<file path="config.mk">
export PLATFORM = sky130hd
export DESIGN_NAME = adder_hex_display
export DESIGN_NICKNAME = d
export VERILOG_FILES = /design/src/rtl/adder_hex_display.sv
export SDC_FILE = /design/constraint.sdc
export NUM_CORES = 1
export LEC_CHECK = 0
export BUFFER_PORTS_ARGS = -buffer_cell sky130_fd_sc_hd__buf_4
export CAP_MARGIN = 5
export CORE_MARGIN = 4
export CORE_UTILIZATION = 50
export CTS_CLUSTER_SIZE = 16
export DETAILED_ROUTE_END_ITERATION = 16
export HOLD_SLACK_MARGIN = 0.12
export PLACE_DENSITY = 0.7
export SLEW_MARGIN = 20
export SYNTH_ARGS = -nofsm -noshare
export SYNTH_HDL_FRONTEND = slang
export SYNTH_SLANG_ARGS = --single-unit
</file>
<file path="constraint.sdc">
create_clock -name clock -period 2.4 [get_ports clock]
set_input_delay 0.24 -clock clock [delete_from_list [all_inputs] [get_ports clock]]
set_output_delay 0.24 -clock clock [all_outputs]
set_load 0.01 [all_outputs]
</file>
<file path="src/rtl/adder_hex_display.sv">
// Display stage for the 4-bit adder: synchronizes and debounces {cout, sum},
// converts the stable value to BCD with a sequential double-dabble, and
// drives two active-low 7-segment digits (tens blanked when zero).
module adder_hex_display #(
    parameter int unsigned STABLE_CYCLES = 50000
) (
    input  logic       clock,
    input  logic       reset,
    input  logic [3:0] sum,
    input  logic       cout,
    output logic [6:0] hex0,
    output logic [6:0] hex1,
    output logic       busy,
    output logic       valid
);

    localparam logic [19:0] STABLE_MAX = 20'(STABLE_CYCLES);
    localparam logic [6:0]  SEG_BLANK  = 7'h7F;

    typedef enum logic [1:0] {IDLE, CONVERT, LATCH} state_t;

    state_t      state, state_nxt;
    logic [4:0]  raw, sync1, sync2, sample, shown, captured, shift;
    logic [19:0] stable_cnt;
    logic [7:0]  bcd, bcd_adj;
    logic [2:0]  iter;
    logic        stable, start;

    // Active-low segment pattern, bit order gfedcba.
    function automatic logic [6:0] seg(input logic [3:0] d);
        case (d)
            4'd0:    seg = 7'h40;
            4'd1:    seg = 7'h79;
            4'd2:    seg = 7'h24;
            4'd3:    seg = 7'h30;
            4'd4:    seg = 7'h19;
            4'd5:    seg = 7'h12;
            4'd6:    seg = 7'h02;
            4'd7:    seg = 7'h78;
            4'd8:    seg = 7'h00;
            4'd9:    seg = 7'h10;
            default: seg = SEG_BLANK;
        endcase
    endfunction

    assign raw    = {cout, sum};
    assign stable = (stable_cnt == STABLE_MAX);
    assign start  = (state == IDLE) && stable && (sample != shown);

    // Two-flop synchronizer; the switches are asynchronous to clock.
    always_ff @(posedge clock or posedge reset) begin
        if (reset) begin
            sync1 <= '0;
            sync2 <= '0;
        end else begin
            sync1 <= raw;
            sync2 <= sync1;
        end
    end

    // Debounce: restart the hold count on every change, saturate once stable.
    // Keeps tracking the input even while a conversion is running.
    always_ff @(posedge clock or posedge reset) begin
        if (reset) begin
            sample     <= '0;
            stable_cnt <= '0;
        end else if (sync2 != sample) begin
            sample     <= sync2;
            stable_cnt <= '0;
        end else if (!stable) begin
            stable_cnt <= stable_cnt + 20'd1;
        end
    end

    // Double-dabble correction: add 3 to any BCD nibble that is 5 or more.
    always_comb begin
        bcd_adj = bcd;
        if (bcd[3:0] >= 4'd5) bcd_adj[3:0] = bcd[3:0] + 4'd3;
        if (bcd[7:4] >= 4'd5) bcd_adj[7:4] = bcd[7:4] + 4'd3;
    end

    // FSM state register.
    always_ff @(posedge clock or posedge reset) begin
        if (reset) state <= IDLE;
        else       state <= state_nxt;
    end

    // FSM next state: five CONVERT iterations, then one LATCH cycle.
    always_comb begin
        state_nxt = state;
        case (state)
            IDLE:    if (start) state_nxt = CONVERT;
            CONVERT: if (iter == 3'd4) state_nxt = LATCH;
            LATCH:   state_nxt = IDLE;
            default: state_nxt = IDLE;
        endcase
    end

    // Conversion datapath and registered display outputs.
    always_ff @(posedge clock or posedge reset) begin
        if (reset) begin
            shift    <= '0;
            captured <= '0;
            bcd      <= '0;
            iter     <= '0;
            shown    <= '0;
            hex0     <= 7'h40;
            hex1     <= SEG_BLANK;
            busy     <= 1'b0;
            valid    <= 1'b0;
        end else begin
            busy  <= (state_nxt != IDLE);
            valid <= (state == LATCH);
            case (state)
                IDLE: if (start) begin
                    shift    <= sample;
                    captured <= sample;
                    bcd      <= '0;
                    iter     <= '0;
                end
                CONVERT: begin
                    {bcd, shift} <= {bcd_adj[6:0], shift, 1'b0};
                    iter         <= iter + 3'd1;
                end
                LATCH: begin
                    shown <= captured;
                    hex0  <= seg(bcd[3:0]);
                    hex1  <= (bcd[7:4] == 4'd0) ? SEG_BLANK : seg(bcd[7:4]);
                end
                default: ;
            endcase
        end
    end

endmodule

</file>
Word level (Yosys, flattened, before mapping)
Memory sizes are Yosys's and may differ from the RTL's. A register that Yosys moved wholly into a read port is not among the register bits.
Cells that the tools add are included.
{ "word_totals": {"register_bits": 72, "rom_bits": 224, "inputBits": 7, "output_inout_bits": 16, "elab_cells": 51, "n_memories": 2} }
{ "classes": {"n_addsub": 4, "order_cmp": 2, "eq_ne": 8, "mux": 14, "n_reduce_logical": 8} }
{ "mem_list": {"columns": ["name", "words", "word_bits", "read_ports", "rd_clocked_by_memory_dff", "wr", "line_no", "rtl"], "rows": [
  ["(no name shown)", 16, 7, 1, 1, 0, "31", "case (d)"],
  ["(no name shown)", 16, 7, 1, 0, 0, "31", null]
]} }
{ "op_table": {"columns": ["op", "count"], "rows": [
  ["20-bit 2-to-1 mux", 2],
  ["20-bit by 1-bit adder with 20-bit output, second input constant", 1],
  ["20-bit by 16-bit == test with 1-bit output, second input constant", 1],
  ["8-bit one-hot mux with 2 select lines", 1],
  ["5-bit inequality test", 2],
  ["5-bit one-hot mux with 2 select lines", 1],
  ["4-bit by 3-bit >= comparator with 1-bit output, second input constant", 2],
  ["8-bit 2-to-1 mux", 1],
  ["7-bit 2-to-1 mux", 1],
  ["3-bit 2-to-1 mux", 2],
  ["3-bit one-hot mux with 2 select lines", 1],
  ["5-bit 2-to-1 mux", 1],
  ["4-bit by 2-bit adder with 4-bit output, second input constant", 1],
  ["4-bit zero test", 1],
  ["2-bit 2-to-1 mux", 2],
  ["4-bit 2-to-1 mux", 1],
  ["2-bit one-hot mux with 2 select lines", 1],
  ["2-bit AND reduction", 2],
  ["2-bit nonzero test", 2],
  ["3-bit by 1-bit adder with 3-bit output, second input constant", 1],
  ["3-bit by 2-bit adder with 3-bit output, second input constant", 1],
  ["3-bit == test, second input constant", 1],
  ["2-bit by 1-bit == test with 1-bit output, second input constant", 1],
  ["2-bit == test, second input constant", 1],
  ["other kinds (4)", 5]
]} }

Logic depth before layout (Yosys ltp)
Gate-level depths: netlist (run 1).
{ "logic_depth": {"depth_word": 6, "depth_mapped": 8, "depth_no_buf": 7} }

Worst setup path after synthesis (run 1)
No wires, ideal clock.
{ "synth_path": {"path_type": "reg2reg", "from": "register stable_cnt[16]", "to": "register captured[1]", "setup_ns": 0.125, "t_arrival_ns": 1.896, "required_time_ns": 2.275, "setup_slack_ns": 0.379, "stages_incl_launch_ff": 6, "n_path_buf": 0, "cell_sequence": "dfrtp_1 or4b_4 nor3_4 nand2_4 nor4_4 mux2_2"} }
{ "synth_between": {"elab_chain_len": 4} }
{ "synth_lines": {"columns": ["element", "line_no", "rtl"], "rows": [
  ["start: declaration", "24", "logic [19:0] stable_cnt;"],
  ["start signal: assignment", "71", "stable_cnt <= stable_cnt + 20'd1;"],
  ["20-bit by 16-bit == test with 1-bit output", "47", "assign stable = (stable_cnt == STABLE_MAX);"],
  ["1-bit logical AND (2 in a row)", "48", "assign start = (state == IDLE) && stable && (sample != shown);"],
  ["2-bit AND reduction (no source line)", null, null],
  ["end signal: assignment", "117", "captured <= sample;"],
  ["end: declaration", "23", "logic [4:0] raw, sync1, sync2, sample, shown, captured, shift;"]
]} }
No other way between the ends.
A chain may end at the register's enable or synchronous reset.

Final worst setup path (run 1)
{ "layout_path": {"from": "register stable_cnt[0]", "to": "register captured[0]"} }
Same word-level chain as after synthesis.

==> impl_metrics.json, run 1 <==
{
  "status": "completed",
  "route.detailed.drc": 0,
  "cts_resized": 0,
  "power_uw": 2350,
  "arrival_ns": 2.38,
  "port_buffers": 22,
  "clkLatencyLatePin_ns": 0.35,
  "cts_max_level": 3,
  "via_per_inst": 5.10,
  "synthCells": 372,
  "final_nets": 419,
  "skew_ns": 0.0105,
  "clock-sinks": 79,
  "timing.rr.start": "stable_cnt[0]$_DFFE_PP0P_",
  "die_y_microns": 94.5,
  "clkTransAtPathRegs_ns": 0.09,
  "synth_top_area_frac": 0.475,
  "grt_pass1_wl_microns": 11200,
  "synthArstFlopShare": 1.00,
  "syn_area_per_cell_sq_um": 10.0,
  "critPathLaunchType": "flip-flop",
  "post-dp-hpwl_microns": 4520,
  "ys.flop_type": "dfrtp_1",
  "rsz0062_at_grt": "false",
  "layout_commonest_cell": "dfrtp_1",
  "setup_viol": 0,
  "initialDrtViolationCount": 140,
  "crit_required_ns": 2.63,
  "cts_tree": "done",
  "core-area_sq_um": 7250,
  "fin_crit_sh": 0.893,
  "finalHoldViolations": 0,
  "period_minus_slack_ns": 2.14,
  "drt_first_pass_iters": 4,
  "worst_slack_ns": 0.257,
  "worstPathMaxFanout": 15,
  "critPathCaptureType": "flip-flop",
  "drv_cap": 0,
  "synth_nets": 393,
  "worstSetupPathType": "reg2reg",
  "drive_gt1_frac": 0.176,
  "synth-warning-count": 0,
  "whs_ns": 0.354,
  "placementRows": 31,
  "die_w_microns": 94.5,
  "powerDensity_nw_per_um2": 551,
  "synth_area_leader_cell": "dfrtp_1",
  "cts-root-buf": "clkbuf_8",
  "syn_area_sq_um": 3740,
  "overflow": 0,
  "tightestPinTransition_ns": 0.769,
  "dieArea_sq_um": 8920,
  "hp-class": "reg2reg",
  "cts_buffers": 9,
  "yosys_register_bits": 79,
  "drv_slew": 0,
  "syn2layout_area_growth_pct": 13.9,
  "min_from": "sync1[0]$_DFF_PP0_",
  "final_cell_mix": "dfrtp_1, nand2_1, nor2_1",
  "slew-limit-headroom": 0.483,
  "power.leakage_uw": 0.00194,
  "antenna_found_initial": 0,
  "fmax_mhz": 467,
  "preCtsSetupSlack_ns": 0.254,
  "vias": 2560,
  "start_util": 0.515,
  "fin_setup_tns_ns": 0,
  "irDropWorstVdd_uv": 353,
  "first_global_vias": 2423,
  "ys_types": 43,
  "wl_microns": 6600,
  "synth_edf_count": 0,
  "wl_per_cell_microns": 13.1,
  "drtAntennaViolNets": 0,
  "ys_seq_area_frac": 0.532,
  "cts_max_path_buffers": 2,
  "synth_top_cells_by_area": "dfrtp_1, dfstp_2, nand2_1, ha_1, xnor2_1",
  "crit_start": "stable_cnt[0]$_DFFE_PP0P_",
  "top_level_ports": 23,
  "gp_congestion": 0.846,
  "grt_use_total": 0.159,
  "grt_start_max_net_pins": 39,
  "antenna_cells": 0
}
## cell usage after synthesis, drive strengths merged (2+ instances only)
| library cell | number |
|---|---|
| and2 | 5 |
| xor2 | 13 |
| and4 | 2 |
| xnor2 | 19 |
| and3 | 6 |
| a211o | 4 |
| nor4 | 3 |
| mux2 | 6 |
| dfrtp | 71 |
| ha | 14 |
| nand3 | 8 |
| a21oi | 14 |
| dfstp | 8 |
| nor2 | 41 |
| a211oi | 3 |
| o22ai | 7 |
| nand2 | 55 |
| nor4b | 2 |
| nand2b | 6 |
| inv | 16 |
| nor3 | 10 |
| nand4 | 4 |
| clkbuf | 19 |
| o21ai | 15 |
| o31ai | 7 |
## per-stage QoR
stage                     cell area [sq um]  std cells  utilization
after floorplan                        3740        372            -
after global placement                 4010        480        0.553
after detailed placement               4010        480        0.553
after CTS                              4260        502        0.587
after global routing                   4260        502        0.587
final                                  4260        502        0.587
## sequential cells by signal (all words and copies together), names as in the netlist, 3 cells and up
signal / count
stable_cnt: 20
shift: 5
shown: 5
sync2: 5
hex0: 7
bcd: 8
captured: 5
hex1: 7
iter: 3
sample: 5
sync1: 5
## cells by family after synthesis
family | after synthesis | synth area share
flops | 79 | 0.532
compound gates | 55 | 0.0937
mux | 7 | 0.0208
simple gates | 148 | 0.193
xor+xnor | 32 | 0.0750
buf+inv | 37 | 0.0392
fa+ha+maj | 14 | 0.0469
## final timing paths
path | cells past startpoint | slack (ns) | end
min in group asynchronous | 3 | 0.58 | iter[0]$_DFFE_PP0P_
max in group asynchronous | 4 | 1.11 | hex0[6]$_DFFE_PP1P_
worst max-delay path | 6 | 0.26 | captured[0]$_DFFE_PP0P_
worst max register to register | 6 | 0.26 | captured[0]$_DFFE_PP0P_
worst min register to register | 0 | 0.35 | sync2[0]$_DFF_PP0_
worst min-delay path | 0 | 0.35 | sync2[0]$_DFF_PP0_
## area by class of cell
type,count,area (sq um)
clock inverter,6,51.3
multi-input combinational,256,1600
timing repair buffer,35,290
sequential,79,1990
inverter,17,63.8
fill,617,3000
clock buffer,10,138
tap,99,124
## routing by layer
metal  part of all wire  routed length, microns  up-vias  GRT usage
met5                  0                       0        -          0
met3              0.035                     230       15     0.0398
met4              0.016                     108        0     0.0529
li1                   -                       -     1295          -
met2               0.47                    3130       40      0.258
met1               0.47                    3120     1210      0.211
## power by group
group	switching, uW	internal (uW)	leakage [uW]
logic	37.6	26.8	0.000809
registers	11.2	1340	0.00104
clock network	507	418	0.0000939
total	556	1790	0.00194
## worst max-delay path, stage by stage, from the launching register on
cell and delay [ns]:
dfrtp_1 0.42, inv_1 0.07, ha_1 0.12, nor4b_1 0.29, and3_1 0.33, o2111a_2 0.42, mux2_2 0.38
## what timing repair did
item                      CTS  global route
hold buffers                6             0
hold endpoints to repair   38             0
setup buffers               0             0
Note: power is estimated with default switching activity, not from simulation.
==> run 2: changes to the inputs <==
- CORE_MARGIN: 4 -> 2
- PLACE_DENSITY: 0.7 -> 0.73
==> run 2 against run 1 <==
Compared with the run above: combinational power decreased by 1%; die area fell by 8.3%; largest cell class unchanged; utilization increased by 0.31 points; sequential share of layout area is 0.25 points lower; final cell count stayed put; flip-flop and latch count did not move; hold slack improved by 0.00083 ns; via count rose by 2.2%; clock power grew 8%; first-iteration DRC count fell by 39%; critical path depth did not move.
==> impl_metrics.json, run 2 (same netlist as run 1, synthesis figures left out) <==
{
  "status": "completed",
  "min_from": "sync1[1]$_DFF_PP0_",
  "via_per_inst": 5.21,
  "start_util": 0.515,
  "vias": 2616,
  "wl_microns": 6450,
  "cts_max_level": 3,
  "fin_crit_sh": 0.893,
  "tightestPinTransition_ns": 0.598,
  "slew-limit-headroom": 0.601,
  "gp_congestion": 0.876,
  "syn2layout_area_growth_pct": 14.5,
  "first_global_vias": 2558,
  "worstPathMaxFanout": 15,
  "path_cells": "inv_1, ha_1, nor4b_2, and3_1, o2111a_2, mux2_2",
  "rr_endpoint": "captured[0]$_DFFE_PP0P_",
  "layout_commonest_cell": "dfrtp_1",
  "reg.largest.list": "stable_cnt: 20 flops, bcd: 8 flops",
  "final_nets": 419,
  "hp-class": "reg2reg",
  "crit_required_ns": 2.64,
  "hold_end": "sync2[1]$_DFF_PP0_",
  "fmax_mhz": 467,
  "top_level_ports": 23,
  "clkLatencyLatePin_ns": 0.35,
  "cts-root-buf": "clkbuf_8",
  "finalHoldViolations": 0,
  "cts_buffers": 9,
  "whs_path_depth": 0,
  "skew_ns": 0.00900,
  "largest_reg_flops": 20,
  "die_w_microns": 90.5,
  "post-dp-hpwl_microns": 4460,
  "antenna_found_initial": 0,
  "cts_max_path_buffers": 2,
  "overflow": 0,
  "grt_start_max_net_pins": 46,
  "worstSetupPathType": "reg2reg",
  "irDropWorstVdd_uv": 432,
  "route.detailed.drc": 0,
  "grt_use_total": 0.175,
  "fin_util": 0.590,
  "placementRows": 31,
  "cts_tree": "done",
  "setup_viol": 0,
  "drt_first_pass_iters": 4,
  "rrSetupSlack_ns": 0.26,
  "crit_buf_inv": 1,
  "dieArea_sq_um": 8180,
  "die_y_microns": 90.5,
  "power.leakage_uw": 0.00195,
  "initialDrtViolationCount": 86,
  "fin_setup_tns_ns": 0,
  "critPathCaptureType": "flip-flop",
  "drive_gt1_frac": 0.179,
  "clkTransAtPathRegs_ns": 0.09,
  "fillers": 614,
  "clock-sinks": 79,
  "critPathLaunchType": "flip-flop",
  "drv_slew": 0,
  "arrival_ns": 2.38,
  "wl_per_cell_microns": 12.8,
  "port_buffers": 22,
  "antenna_cells": 0,
  "core-area_sq_um": 7250,
  "period_minus_slack_ns": 2.14,
  "powerDensity_nw_per_um2": 565,
  "critical_path.slowest_cell": "dfrtp_1",
  "rsz0062_at_grt": "false",
  "drtAntennaViolNets": 0,
  "worst_path_dominant_cell_family": "simple AND/OR/NAND/NOR gates",
  "timing.rr.start": "stable_cnt[0]$_DFFE_PP0P_",
  "max_stage_delay_ns": 0.42,
  "reg2regPathDepth": 6,
  "cts_setup_buffers": 0,
  "grt_pass1_wl_microns": 11700,
  "drv_cap": 0,
  "regMostFlops": "stable_cnt",
  "final_cell_mix": "dfrtp_1, nand2_1, nor2_1"
}
run 2: cell types whose count changed in the layout (fill, tap and decap cells not counted), sizes merged:
cell	change
inv	-1
bufinv	+1
clkbuf	-1
clkinvlp	+1
run 2: timing repair:
action / in CTS / in global routing
setup endpoints to repair: 0 / 2
endpoints found under the hold margin: 39 / 0
gates resized for setup: 0 / 1
hold buffers: 6 / 0
run 2: layer usage:
| layer | global-route usage | share of wire | vias to the layer above |
|---|---|---|---|
| li1 | - | - | 1306 |
| met1 | 0.221 | 0.46 | 1258 |
| met2 | 0.291 | 0.49 | 44 |
| met3 | 0.0426 | 0.033 | 8 |
| met4 | 0.0705 | 0.016 | 0 |
| met5 | 0 | 0 | - |
run 2: worst register-to-register path: cells and delay by family, from the launching register on:
kind | cells | cell delay, ns
multiplexers | 1 | 0.37
buffers and inverters | 1 | 0.07
AND/OR/NAND/NOR | 2 | 0.58
flip-flops | 1 | 0.42
AO/OA/AOI/OAI | 1 | 0.42
adder cells (fa/ha/maj) | 1 | 0.16
run 2: final cells by class:
| cell class | instances | area, sq um | area share |
|---|---|---|---|
| timing repair buffer | 35 | 290 | 0.0678 |
| inverter | 17 | 65.1 | 0.0152 |
| clock inverter | 7 | 80.1 | 0.0187 |
| tap | 99 | 124 | 0.0289 |
| sequential | 79 | 1990 | 0.464 |
| clock buffer | 9 | 124 | 0.0289 |
| multi-input combinational | 256 | 1610 | 0.376 |
run 2: power breakdown:
group,internal (uW),switching (uW)
Combinational,26.1,37.4
Sequential,1340,11.5
Clock,492,507
run 2: metrics by stage:
stage	cells	hold slack (ns)	setup slack [ns]	area (sq um)	total power (uW)
final	502	0.354	0.257	4280	2420
after global routing	502	0.360	0.0945	4280	2510
after CTS	502	0.356	0.190	4270	2460
after detailed placement	480	0.330	0.209	4010	1440
after global placement	480	0.321	0.337	4010	1440
after floorplan	372	0.271	0.150	3740	1420
run 2: worst max path at each step:
stage,startpoint,to,slack [ns],cells after the start
4_1_cts,stable_cnt[0]$_DFFE_PP0P_,captured[1]$_DFFE_PP0P_,0.19,7
5_1_grt,stable_cnt[5]$_DFFE_PP0P_,captured[1]$_DFFE_PP0P_,0.09,5
3_5_place_dp,stable_cnt[0]$_DFFE_PP0P_,captured[1]$_DFFE_PP0P_,0.21,7
3_3_place_gp,stable_cnt[16]$_DFFE_PP0P_,captured[0]$_DFFE_PP0P_,0.34,4
2_1_floorplan,reset,bcd[0]$_DFFE_PP0P_,0.15,1
6_report,stable_cnt[0]$_DFFE_PP0P_,captured[0]$_DFFE_PP0P_,0.26,6
